## src/rtl/fifo_wr_arbiter_if.sv

```systemverilog
// fifo_wr_arbiter_if
// Bundles the requester handshakes, the FIFO write port and the grant status
// of fifo_wr_arbiter.
//   req_valid_i / req_ready_o / req_data_i / req_last_i : N requester beats
//   fifo_wvalid_o / fifo_wready_i / fifo_wdata_o        : FIFO write port
//   gnt_o / gnt_idx_o / busy_o                          : current grant status
// The slave modport is the arbiter. The master modport is its environment,
// meaning the requesters together with the FIFO.
`timescale 1ns/1ps
interface fifo_wr_arbiter_if #(
  parameter int N     = 4,
  parameter int Width = 16
);
  localparam int IdxW = $clog2(N);

  logic [N-1:0]       req_valid_i;
  logic [N-1:0]       req_ready_o;
  logic [N*Width-1:0] req_data_i;
  logic [N-1:0]       req_last_i;
  logic               fifo_wvalid_o;
  logic               fifo_wready_i;
  logic [Width-1:0]   fifo_wdata_o;
  logic [N-1:0]       gnt_o;
  logic [IdxW-1:0]    gnt_idx_o;
  logic               busy_o;

  modport slave (
    input  req_valid_i, req_data_i, req_last_i, fifo_wready_i,
    output req_ready_o, fifo_wvalid_o, fifo_wdata_o, gnt_o, gnt_idx_o, busy_o
  );

  modport master (
    output req_valid_i, req_data_i, req_last_i, fifo_wready_i,
    input  req_ready_o, fifo_wvalid_o, fifo_wdata_o, gnt_o, gnt_idx_o, busy_o
  );
endinterface

```

## src/rtl/fifo_wr_arbiter.sv

```systemverilog
// fifo_wr_arbiter
// Round-robin arbiter that shares one synchronous FIFO write port between
// N valid/ready requesters. A grant is held for up to MaxBurst accepted beats,
// or until the owner flags its last beat. The grant also stays put while the
// FIFO back-pressures. The request-to-FIFO path is combinational.
// Ports:
//   clk_i  : clock, rising edge
//   rst_i  : asynchronous active-high reset
//   clr_i  : synchronous flush of the arbitration state
//   bus    : fifo_wr_arbiter_if.slave, which carries the requester, FIFO and
//            grant signals
`timescale 1ns/1ps
module fifo_wr_arbiter #(
  parameter int N        = 4,
  parameter int Width    = 16,
  parameter int MaxBurst = 4
) (
  input  logic             clk_i,
  input  logic             rst_i,
  input  logic             clr_i,
  fifo_wr_arbiter_if.slave bus
);
  localparam int IdxW = $clog2(N);

  typedef enum logic {IDLE = 1'b0, LOCKED = 1'b1} state_t;

  state_t          state, state_nxt;
  logic [IdxW-1:0] prio, prio_nxt;
  logic [IdxW-1:0] owner, owner_nxt;
  logic [7:0]      beats, beats_nxt;

  logic             win_vld;
  logic [IdxW-1:0]  win;
  logic [IdxW:0]    scan;
  logic [Width-1:0] sel_data;
  logic             sel_valid, sel_last;
  logic [N-1:0]     win_onehot;
  logic             fwd, acc, rel;

  // Wraps at N-1 so that a non-power-of-two N never reaches an unused index.
  function automatic logic [IdxW-1:0] idx_inc(input logic [IdxW-1:0] x);
    return (int'(x) == N - 1) ? '0 : x + IdxW'(1);
  endfunction

  // Winner: the owner while locked, otherwise the first valid requester
  // found when scanning upward from prio. The scan runs from the farthest
  // offset down to the nearest, so the nearest valid requester is assigned
  // last and wins.
  always_comb begin
    win_vld = 1'b0;
    win     = '0;
    scan    = '0;
    if (state == LOCKED) begin
      win_vld = 1'b1;
      win     = owner;
    end else begin
      for (int i = N - 1; i >= 0; i--) begin
        scan = {1'b0, prio} + (IdxW + 1)'(i);
        if (scan >= (IdxW + 1)'(N)) scan = scan - (IdxW + 1)'(N);
        if (bus.req_valid_i[scan[IdxW-1:0]]) begin
          win_vld = 1'b1;
          win     = scan[IdxW-1:0];
        end
      end
    end
  end

  always_comb begin
    sel_data = '0;
    for (int k = 0; k < N; k++) begin
      if (win == IdxW'(k)) sel_data = bus.req_data_i[k*Width +: Width];
    end
  end

  assign sel_valid  = win_vld & bus.req_valid_i[win];
  assign sel_last   = bus.req_last_i[win];
  assign win_onehot = {{(N-1){1'b0}}, 1'b1} << win;

  // A flush or a reset in progress blocks forwarding, so no beat is taken
  // on either.
  assign fwd = sel_valid & ~clr_i & ~rst_i;
  assign acc = fwd & bus.fifo_wready_i;
  assign rel = acc & (sel_last | (({1'b0, beats} + 9'd1) == 9'(MaxBurst)));

  assign bus.fifo_wvalid_o = fwd;
  assign bus.fifo_wdata_o  = fwd ? sel_data : '0;
  assign bus.req_ready_o   = acc ? win_onehot : '0;
  assign bus.gnt_o         = (win_vld & ~rst_i) ? win_onehot : '0;
  assign bus.gnt_idx_o     = (win_vld & ~rst_i) ? win : '0;
  assign bus.busy_o        = (state == LOCKED) & ~rst_i;

  always_comb begin
    state_nxt = state;
    prio_nxt  = prio;
    owner_nxt = owner;
    beats_nxt = beats;
    if (clr_i) begin
      state_nxt = IDLE;
      prio_nxt  = '0;
      owner_nxt = '0;
      beats_nxt = '0;
    end else begin
      case (state)
        IDLE: begin
          if (win_vld) begin
            if (rel) begin
              prio_nxt  = idx_inc(win);
              beats_nxt = '0;
            end else begin
              // A stalled first beat also locks, so the grant cannot move
              // while the beat is waiting on the FIFO.
              state_nxt = LOCKED;
              owner_nxt = win;
              beats_nxt = acc ? 8'd1 : 8'd0;
            end
          end
        end
        LOCKED: begin
          if (rel) begin
            state_nxt = IDLE;
            prio_nxt  = idx_inc(owner);
            beats_nxt = '0;
          end else if (acc) begin
            beats_nxt = beats + 8'd1;
          end
        end
        default: state_nxt = IDLE;
      endcase
    end
  end

  // State register boundary
  always_ff @(posedge clk_i or posedge rst_i) begin
    if (rst_i) begin
      state <= IDLE;
      prio  <= '0;
      owner <= '0;
      beats <= '0;
    end else begin
      state <= state_nxt;
      prio  <= prio_nxt;
      owner <= owner_nxt;
      beats <= beats_nxt;
    end
  end
endmodule

```

## src/flat_wrapper.sv

```systemverilog
// flat-port wrapper written by rule: the top's interface ports become plain ports
module fifo_wr_arbiter_flat 
#(
  parameter int N        = 4,
  parameter int Width    = 16,
  parameter int MaxBurst = 4
)
  (clk_i, rst_i, clr_i, bus_req_valid_i, bus_req_data_i, bus_req_last_i, bus_fifo_wready_i, bus_req_ready_o, bus_fifo_wvalid_o, bus_fifo_wdata_o, bus_gnt_o, bus_gnt_idx_o, bus_busy_o);
  fifo_wr_arbiter_if #(.N(N), .Width(Width)) bus_i ();
  input  logic clk_i;
  input  logic rst_i;
  input  logic clr_i;
  input wire logic [$bits(bus_i.req_valid_i)-1:0] bus_req_valid_i;
  input wire logic [$bits(bus_i.req_data_i)-1:0] bus_req_data_i;
  input wire logic [$bits(bus_i.req_last_i)-1:0] bus_req_last_i;
  input wire logic [$bits(bus_i.fifo_wready_i)-1:0] bus_fifo_wready_i;
  output wire logic [$bits(bus_i.req_ready_o)-1:0] bus_req_ready_o;
  output wire logic [$bits(bus_i.fifo_wvalid_o)-1:0] bus_fifo_wvalid_o;
  output wire logic [$bits(bus_i.fifo_wdata_o)-1:0] bus_fifo_wdata_o;
  output wire logic [$bits(bus_i.gnt_o)-1:0] bus_gnt_o;
  output wire logic [$bits(bus_i.gnt_idx_o)-1:0] bus_gnt_idx_o;
  output wire logic [$bits(bus_i.busy_o)-1:0] bus_busy_o;
  assign bus_i.req_valid_i = bus_req_valid_i;
  assign bus_i.req_data_i = bus_req_data_i;
  assign bus_i.req_last_i = bus_req_last_i;
  assign bus_i.fifo_wready_i = bus_fifo_wready_i;
  assign bus_req_ready_o = bus_i.req_ready_o;
  assign bus_fifo_wvalid_o = bus_i.fifo_wvalid_o;
  assign bus_fifo_wdata_o = bus_i.fifo_wdata_o;
  assign bus_gnt_o = bus_i.gnt_o;
  assign bus_gnt_idx_o = bus_i.gnt_idx_o;
  assign bus_busy_o = bus_i.busy_o;
  fifo_wr_arbiter #(.N(N), .Width(Width), .MaxBurst(MaxBurst)) u_core (.clk_i(clk_i), .rst_i(rst_i), .clr_i(clr_i), .bus(bus_i));
endmodule
```

## config.mk

```make
export PLATFORM = sky130hd
export DESIGN_NAME = fifo_wr_arbiter_flat
export DESIGN_NICKNAME = d
export VERILOG_FILES = /design/src/rtl/fifo_wr_arbiter_if.sv /design/src/rtl/fifo_wr_arbiter.sv /design/src/flat_wrapper.sv
export SDC_FILE = /design/constraint.sdc
export NUM_CORES = 1
export LEC_CHECK = 0
export ABC_AREA = 1
export CAP_MARGIN = 20
export CORE_UTILIZATION = 38
export CTS_CLUSTER_SIZE = 30
export DETAILED_ROUTE_END_ITERATION = 7
export PLACE_DENSITY = 0.84
export REMOVE_ABC_BUFFERS = 1
export SKIP_LAST_GASP = 1
export SLEW_MARGIN = 20
export SYNTH_ARGS = -nofsm -noshare
export SYNTH_HDL_FRONTEND = slang
export SYNTH_SLANG_ARGS = --single-unit
```

## constraint.sdc

```tcl
create_clock -name clk_i -period 11 [get_ports clk_i]
set_input_delay 2.75 -clock clk_i [delete_from_list [all_inputs] [get_ports clk_i]]
set_output_delay 2.75 -clock clk_i [all_outputs]
set_load 0.05 [all_outputs]
```

==> results of run 1 <==
[cells by family (layout without fill, tap and decap cells)]
family,Yosys count,after routing,synth area share (%)
AND/OR/NAND/NOR,155,155,41.1
XOR/XNOR,6,6,3.01
AO/OA/AOI/OAI,69,69,23.2
buffers and inverters,42,133,9.82
adder cells (fa/ha/maj),6,6,4.30
flip-flops,13,13,18.6
[worst min-delay path, cell delays in order (launching register included)]
cell and delay (ns):
dfrtp_1 0.36, nand2_1 0.07, o21ai_2 0.05
[final timing paths]
path | cells past startpoint | endpoint | start | slack (ns)
setup / recovery | 14 | bus_fifo_wdata_o[3] | bus_req_valid_i[3] | 1.52
hold / removal | 2 | u_core.beats[1] | u_core.beats[1] | 0.51
setup reg to reg | 16 | u_core.beats[0] | u_core.prio[0] | 8.52
hold reg to reg | 2 | u_core.beats[1] | u_core.beats[1] | 0.51
max in group asynchronous | 2 | u_core.beats[4] | rst_i | 7.78
min in group asynchronous | 2 | u_core.beats[1] | rst_i | 2.87
[per-stage QoR]
step                      util (%)  total power (W)  setup slack (ns)  instances
after global routing          64.2         0.000673              1.24        434
after detailed placement      63.1         0.000571              1.51        430
after floorplan                  -         0.000426              3.03        275
after CTS                     64.2         0.000614              1.53        434
final                         64.2         0.000614              1.52        434
after global placement        63.1         0.000560              1.60        430
[layout make-up]
type,count,share of cell area (%)
clock buffer,4,1.60
inverter,26,3.47
multi-input combinational,236,44.4
sequential,13,11.6
tap,52,2.31
timing repair buffer,103,36.7
[cell usage in the layout (no fill, tap or decap), drive strengths merged]
| cell | instances |
|---|---|
| o21bai | 1 |
| clkdlybuf4s50 | 103 |
| a21oi | 37 |
| nor3b | 2 |
| o211ai | 16 |
| and3 | 1 |
| o21ai | 14 |
| clkinv | 3 |
| dfrtp | 13 |
| nand2 | 84 |
| xnor2 | 1 |
| ha | 6 |
| nand3 | 35 |
| xor2 | 5 |
| inv | 23 |
| nand4 | 7 |
| nor2 | 25 |
| a31oi | 1 |
| clkbuf | 4 |
| nand3b | 1 |
[registers in the layout (all words and copies together), names as in the netlist]
| register | count |
|---|---|
| u_core.state | 1 |
| u_core.prio | 2 |
| u_core.owner | 2 |
| u_core.beats | 8 |
[routing by layer]
layer / GRT usage, % / part of all wire (%)
met2: 44.4 / 50
met3: 3.05 / 8.2
met1: 33.5 / 41
met4: 5.78 / 1.3
met5: 0 / 0
[power by group through the flow]
stage          clock [W]  combinational, W  sequential (W)
2_1_floorplan          0          0.000361       0.0000653
3_3_place_gp           0          0.000492       0.0000684
3_5_place_dp           0          0.000502       0.0000691
4_1_cts        0.0000431          0.000503       0.0000682
5_1_grt        0.0000461          0.000557       0.0000697
6_report       0.0000429          0.000502       0.0000687
==> impl_metrics.toml, run 1 <==
[run_status]
status = "finished clean"

[power_and_ir_drop]
leakage_nw = 1.21
ir_worst_vdd_mv = 0.120
p_sw_w = 0.000357
power_frac_comb_pct = 81.8
seqPwrFrac_pct = 11.2
sw_frac_of_total_pct = 58.1
intPower_w = 0.000257
power.density_nw_per_um2 = 218
p_clk_share_pct = 7.0

[die]
rows = 24
fp.coreArea_um2 = 4380
dieArea_um2 = 4870
dieHeight_um = 69.8
start_util_pct = 39.8
chipWidth_um = 69.8
ios = 104

[synth]
synth-seq-cells = 13
netlist.area_leader.share_pct = 18.6
synth.area.top_cells = "dfrtp_1 (19%), nand2_1 (17%), a21oi_1 (10%), nand3_1 (9.2%), o211ai_1 (6.9%)"
yosysMostFrequentCell = "nand2_1"
synth_ff_type = "dfrtp_1"
async_flop_share_pct = 100
seq_area_frac_synth_pct = 18.6
synth_top_cell_by_area = "dfrtp_1"
yosysWarnings = 0
syn_avg_cell_area_um2 = 6.00
synth_area_um2 = 1750
syn_inst = 291
synth_top_cells_by_count = "nand2_1 (77), a21oi_1 (36), nand3_1 (32), nor2_1 (22), inv_1 (21)"
synth.distinct_cells = 31
synth_edf_count = 0

[global_routing]
grt_max_degree = 19
grt_pass1_vias = 2210
antenna_found_initial = 0
track_usage_pct = 25.5
grt-ovfl-total = 0
grt_pass1_wl_um = 10200

[layout]
layout-drive-gt1-share_pct = 5.76
multiInputGateArea_um2 = 1250
antenna_cells = 0
fillers = 404
final_area_um2 = 2810
nets = 465
area_growth_pct = 61.1
regArea_um2 = 325

[clock_tree]
cts_tree = "built"
clock_latency_ns = 0.24
root_buffer = "clkbuf_8"
cts-resized-gates = 0
hold_buffers = 0
cts_sinks = 13
clk_pin_slew_worst_paths_ns = 0.05
clockBufferDepth = 2
cts_buffers = 3
cts_setup_buffers = 0
htreeDepth = 1

[setup_path]
cp_slowest_cell = "clkdlybuf4s50_1"
crit_top_cell = "clkdlybuf4s50_1"
slowest_delay_ns = 0.73
critPathLaunchType = "input port"
worstPathCellList = "clkdlybuf4s50_1, inv_1, o21ai_0, nand2_1, nand3_2, a21oi_2, nand2_2, nand2_4, inv_2, ha_1, clkinv_1, o211ai_1, a21oi_1, clkdlybuf4s50_1"
cp_num_buf_inv = 5
cp_max_fo = 18
critical-path-top-delay-family = "buffers and inverters"
end_kind = "output pin"
worstPathRequired_ns = 8.25
arrival_ns = 6.73
crit_type = "input port to output pin"

[timing]
clock_skew_ns = 0.000730
rsz0062_at_grt = "no"
hold_viol = 0
tns_ns = 0
finalCriticalPeriod_ns = 9.48
worst_pin_slew_ns = 0.673
finalSetupViolations = 0
drv_slew = 0
fin_crit_sh_pct = 86.2
holdWs_ns = 0.512
max_slew_margin_pct = 55.2
max_freq_mhz = 105

[drt]
viasPerCell = 5.45
wl_per_cell_um = 14.2
drc_errors = 0
routed_wl_um = 6160
vias = 2366
drtIter0Drc = 150
ant_nets = 0
detail_route.first_pass.iterations = 4

[place]
dpl_cell_area_um2 = 2770
gp_congestion = 0.929
portBuffers = 103
hpwl_um = 4770

[worst_hold_path]
hp-class = "register to register"

[run]
max_cap_violations = 0
Note: power is estimated with default switching activity, not from simulation.
==> inputs of run 2 (changes only) <==
- CORE_UTILIZATION: 38 -> 30
- PLACE_DENSITY: 0.84 -> 0.7
==> run 2 against run 1 <==
Die area up 26%. Clock power up 2%. Non-clock buffer count unchanged. Via count down 4.1%. Combinational power about the same. Hold slack worse by 0.0070 ns. Sequential power down 0.9%. Final area up 0.89%. Critical path depth unchanged. Register-to-register slack worse by 0.03 ns. Worst setup slack better by 0.064 ns. Critical endpoint is now bus_fifo_wdata_o[1]. Highest routed layer unchanged.
==> impl_metrics.toml, run 2 (synthesized netlist as in run 1, its figures left out) <==
[timing]
worst_pin_slew_ns = 0.648
finalSetupViolations = 0
max_slew_margin_pct = 56.8
finalCriticalPeriod_ns = 9.42
max_freq_mhz = 106
holdWs_ns = 0.505
drv_slew = 0
clock_skew_ns = 0.00139
tns_ns = 0
hold_viol = 0
rsz0062_at_grt = "no"
fin_crit_sh_pct = 85.6

[worst_hold_path]
hp-class = "register to register"

[layout]
largest_reg_flops = 8
final_util_pct = 51.2
area_growth_pct = 62.6
layout-drive-gt1-share_pct = 5.76
final_cell_mix = "clkdlybuf4s50_1 (103), nand2_1 (77), a21oi_1 (36)"
antenna_cells = 0
nets = 465
layout_commonest_cell = "clkdlybuf4s50_1"
final_area_um2 = 2840
largest-register = "u_core.beats"
reg_top3 = "u_core.beats x8, u_core.owner x2, u_core.prio x2"

[setup_path]
crit_type = "input port to output pin"
cp_slowest_cell = "clkdlybuf4s50_1"
worstPathRequired_ns = 8.25
arrival_ns = 6.67
worstPathCellList = "clkdlybuf4s50_1, inv_1, o21ai_0, nand2_1, nand3_2, a21oi_2, nand2_2, nand2_4, inv_2, ha_1, clkinv_1, o211ai_1, a21oi_1, clkdlybuf4s50_1"
slowest_delay_ns = 0.74
end_kind = "output pin"
critPathLaunchType = "input port"
cp_num_buf_inv = 5
cp_max_fo = 18
critical-path-top-delay-family = "buffers and inverters"
crit_top_cell = "clkdlybuf4s50_1"

[die]
dieHeight_um = 78.3
chipWidth_um = 78.3
start_util_pct = 31.5
dieArea_um2 = 6130
fp.coreArea_um2 = 5540
ios = 104
rows = 27

[power_and_ir_drop]
leakage_nw = 1.21
p_sw_w = 0.000360
power.density_nw_per_um2 = 217
power_frac_comb_pct = 81.9
sw_frac_of_total_pct = 58.3
intPower_w = 0.000257
p_total_w = 0.000617
p_clk_share_pct = 7.1
seqPwrFrac_pct = 11.0
ir_worst_vdd_mv = 0.0898

[drt]
viasPerCell = 5.00
vias = 2269
ant_nets = 0
drtIter0Drc = 111
wl_per_cell_um = 13.9
routed_wl_um = 6320
detail_route.first_pass.iterations = 4
drc_errors = 0

[global_routing]
grt_max_degree = 19
antenna_found_initial = 0
grt_pass1_wl_um = 9990
grt-ovfl-total = 0
grt_pass1_vias = 2062
track_usage_pct = 20.2

[clock_tree]
htreeDepth = 1
cts_sinks = 13
clock_latency_ns = 0.25
cts_buffers = 3
root_buffer = "clkbuf_8"
clockBufferDepth = 2
hold_buffers = 0
clk_pin_slew_worst_paths_ns = 0.06
cts-resized-gates = 0
cts_setup_buffers = 0
cts_tree = "built"

[place]
dpl_cell_area_um2 = 2790
hpwl_um = 4900
gp_congestion = 0.844
portBuffers = 103

[run_status]
status = "finished clean"

[run]
max_cap_violations = 0
run 2: cell counts in the layout (fill, tap and decap cells not counted):
Identical to the previous run, type by type.
run 2: stage by stage:
step | worst slack, ns | cells
floorplan | 3.03 | 275
global placement | 1.55 | 450
detailed placement | 1.56 | 450
CTS | 1.57 | 454
global route | 1.21 | 454
finish | 1.58 | 454
run 2: worst paths after layout:
path,depth (start not counted),to,start,slack (ns)
setup / recovery,14,bus_fifo_wdata_o[1],bus_req_valid_i[3],1.58
hold / removal,2,u_core.beats[7],u_core.beats[7],0.50
setup reg to reg,13,u_core.beats[0],u_core.prio[0],8.49
hold reg to reg,2,u_core.beats[7],u_core.beats[7],0.50
max in group asynchronous,2,u_core.owner[0],rst_i,7.78
min in group asynchronous,2,u_core.beats[1],rst_i,2.87
run 2: final cells by class:
class	count	area [um^2]
Multi-Input combinational cell	236	1250
Clock buffer	4	45.0
Inverter	26	97.6
Tap cell	72	90.1
Timing Repair Buffer	103	1030
Fill cell	569	2700
Sequential cell	13	325
run 2: power by group through the flow:
stage / combinational (W) / clock, W / sequential, W
final: 0.000505 / 0.0000437 / 0.0000681
after global placement: 0.000498 / 0 / 0.0000685
after CTS: 0.000504 / 0.0000447 / 0.0000677
after detailed placement: 0.000503 / 0 / 0.0000686
after global routing: 0.000555 / 0.0000466 / 0.0000697
after floorplan: 0.000361 / 0 / 0.0000653
run 2: worst register-to-register path, stage by stage (launching register included):
cell     delay, ns
dfrtp_1       0.45
o21ai_0       0.34
nand2_1       0.16
nor3b_1       0.18
nand3_1       0.12
nand2_1       0.18
nor2_1        0.17
nand2_1       0.11
nor2_4        0.15
nand3_2       0.20
nand2_2       0.18
nor2_1        0.07
nand2_1       0.06
nand2_1       0.05
run 2: layer usage:
metal  global-route usage (%)  share of wire [%]  wire [um]  vias up
li1                         -                  -          -     1160
met1                     26.6                 44       2790     1008
met2                     34.4                 47       2950       90
met3                     2.44                7.7        489       11
met4                     5.74                1.5         95        0
met5                        0                  0          0        -
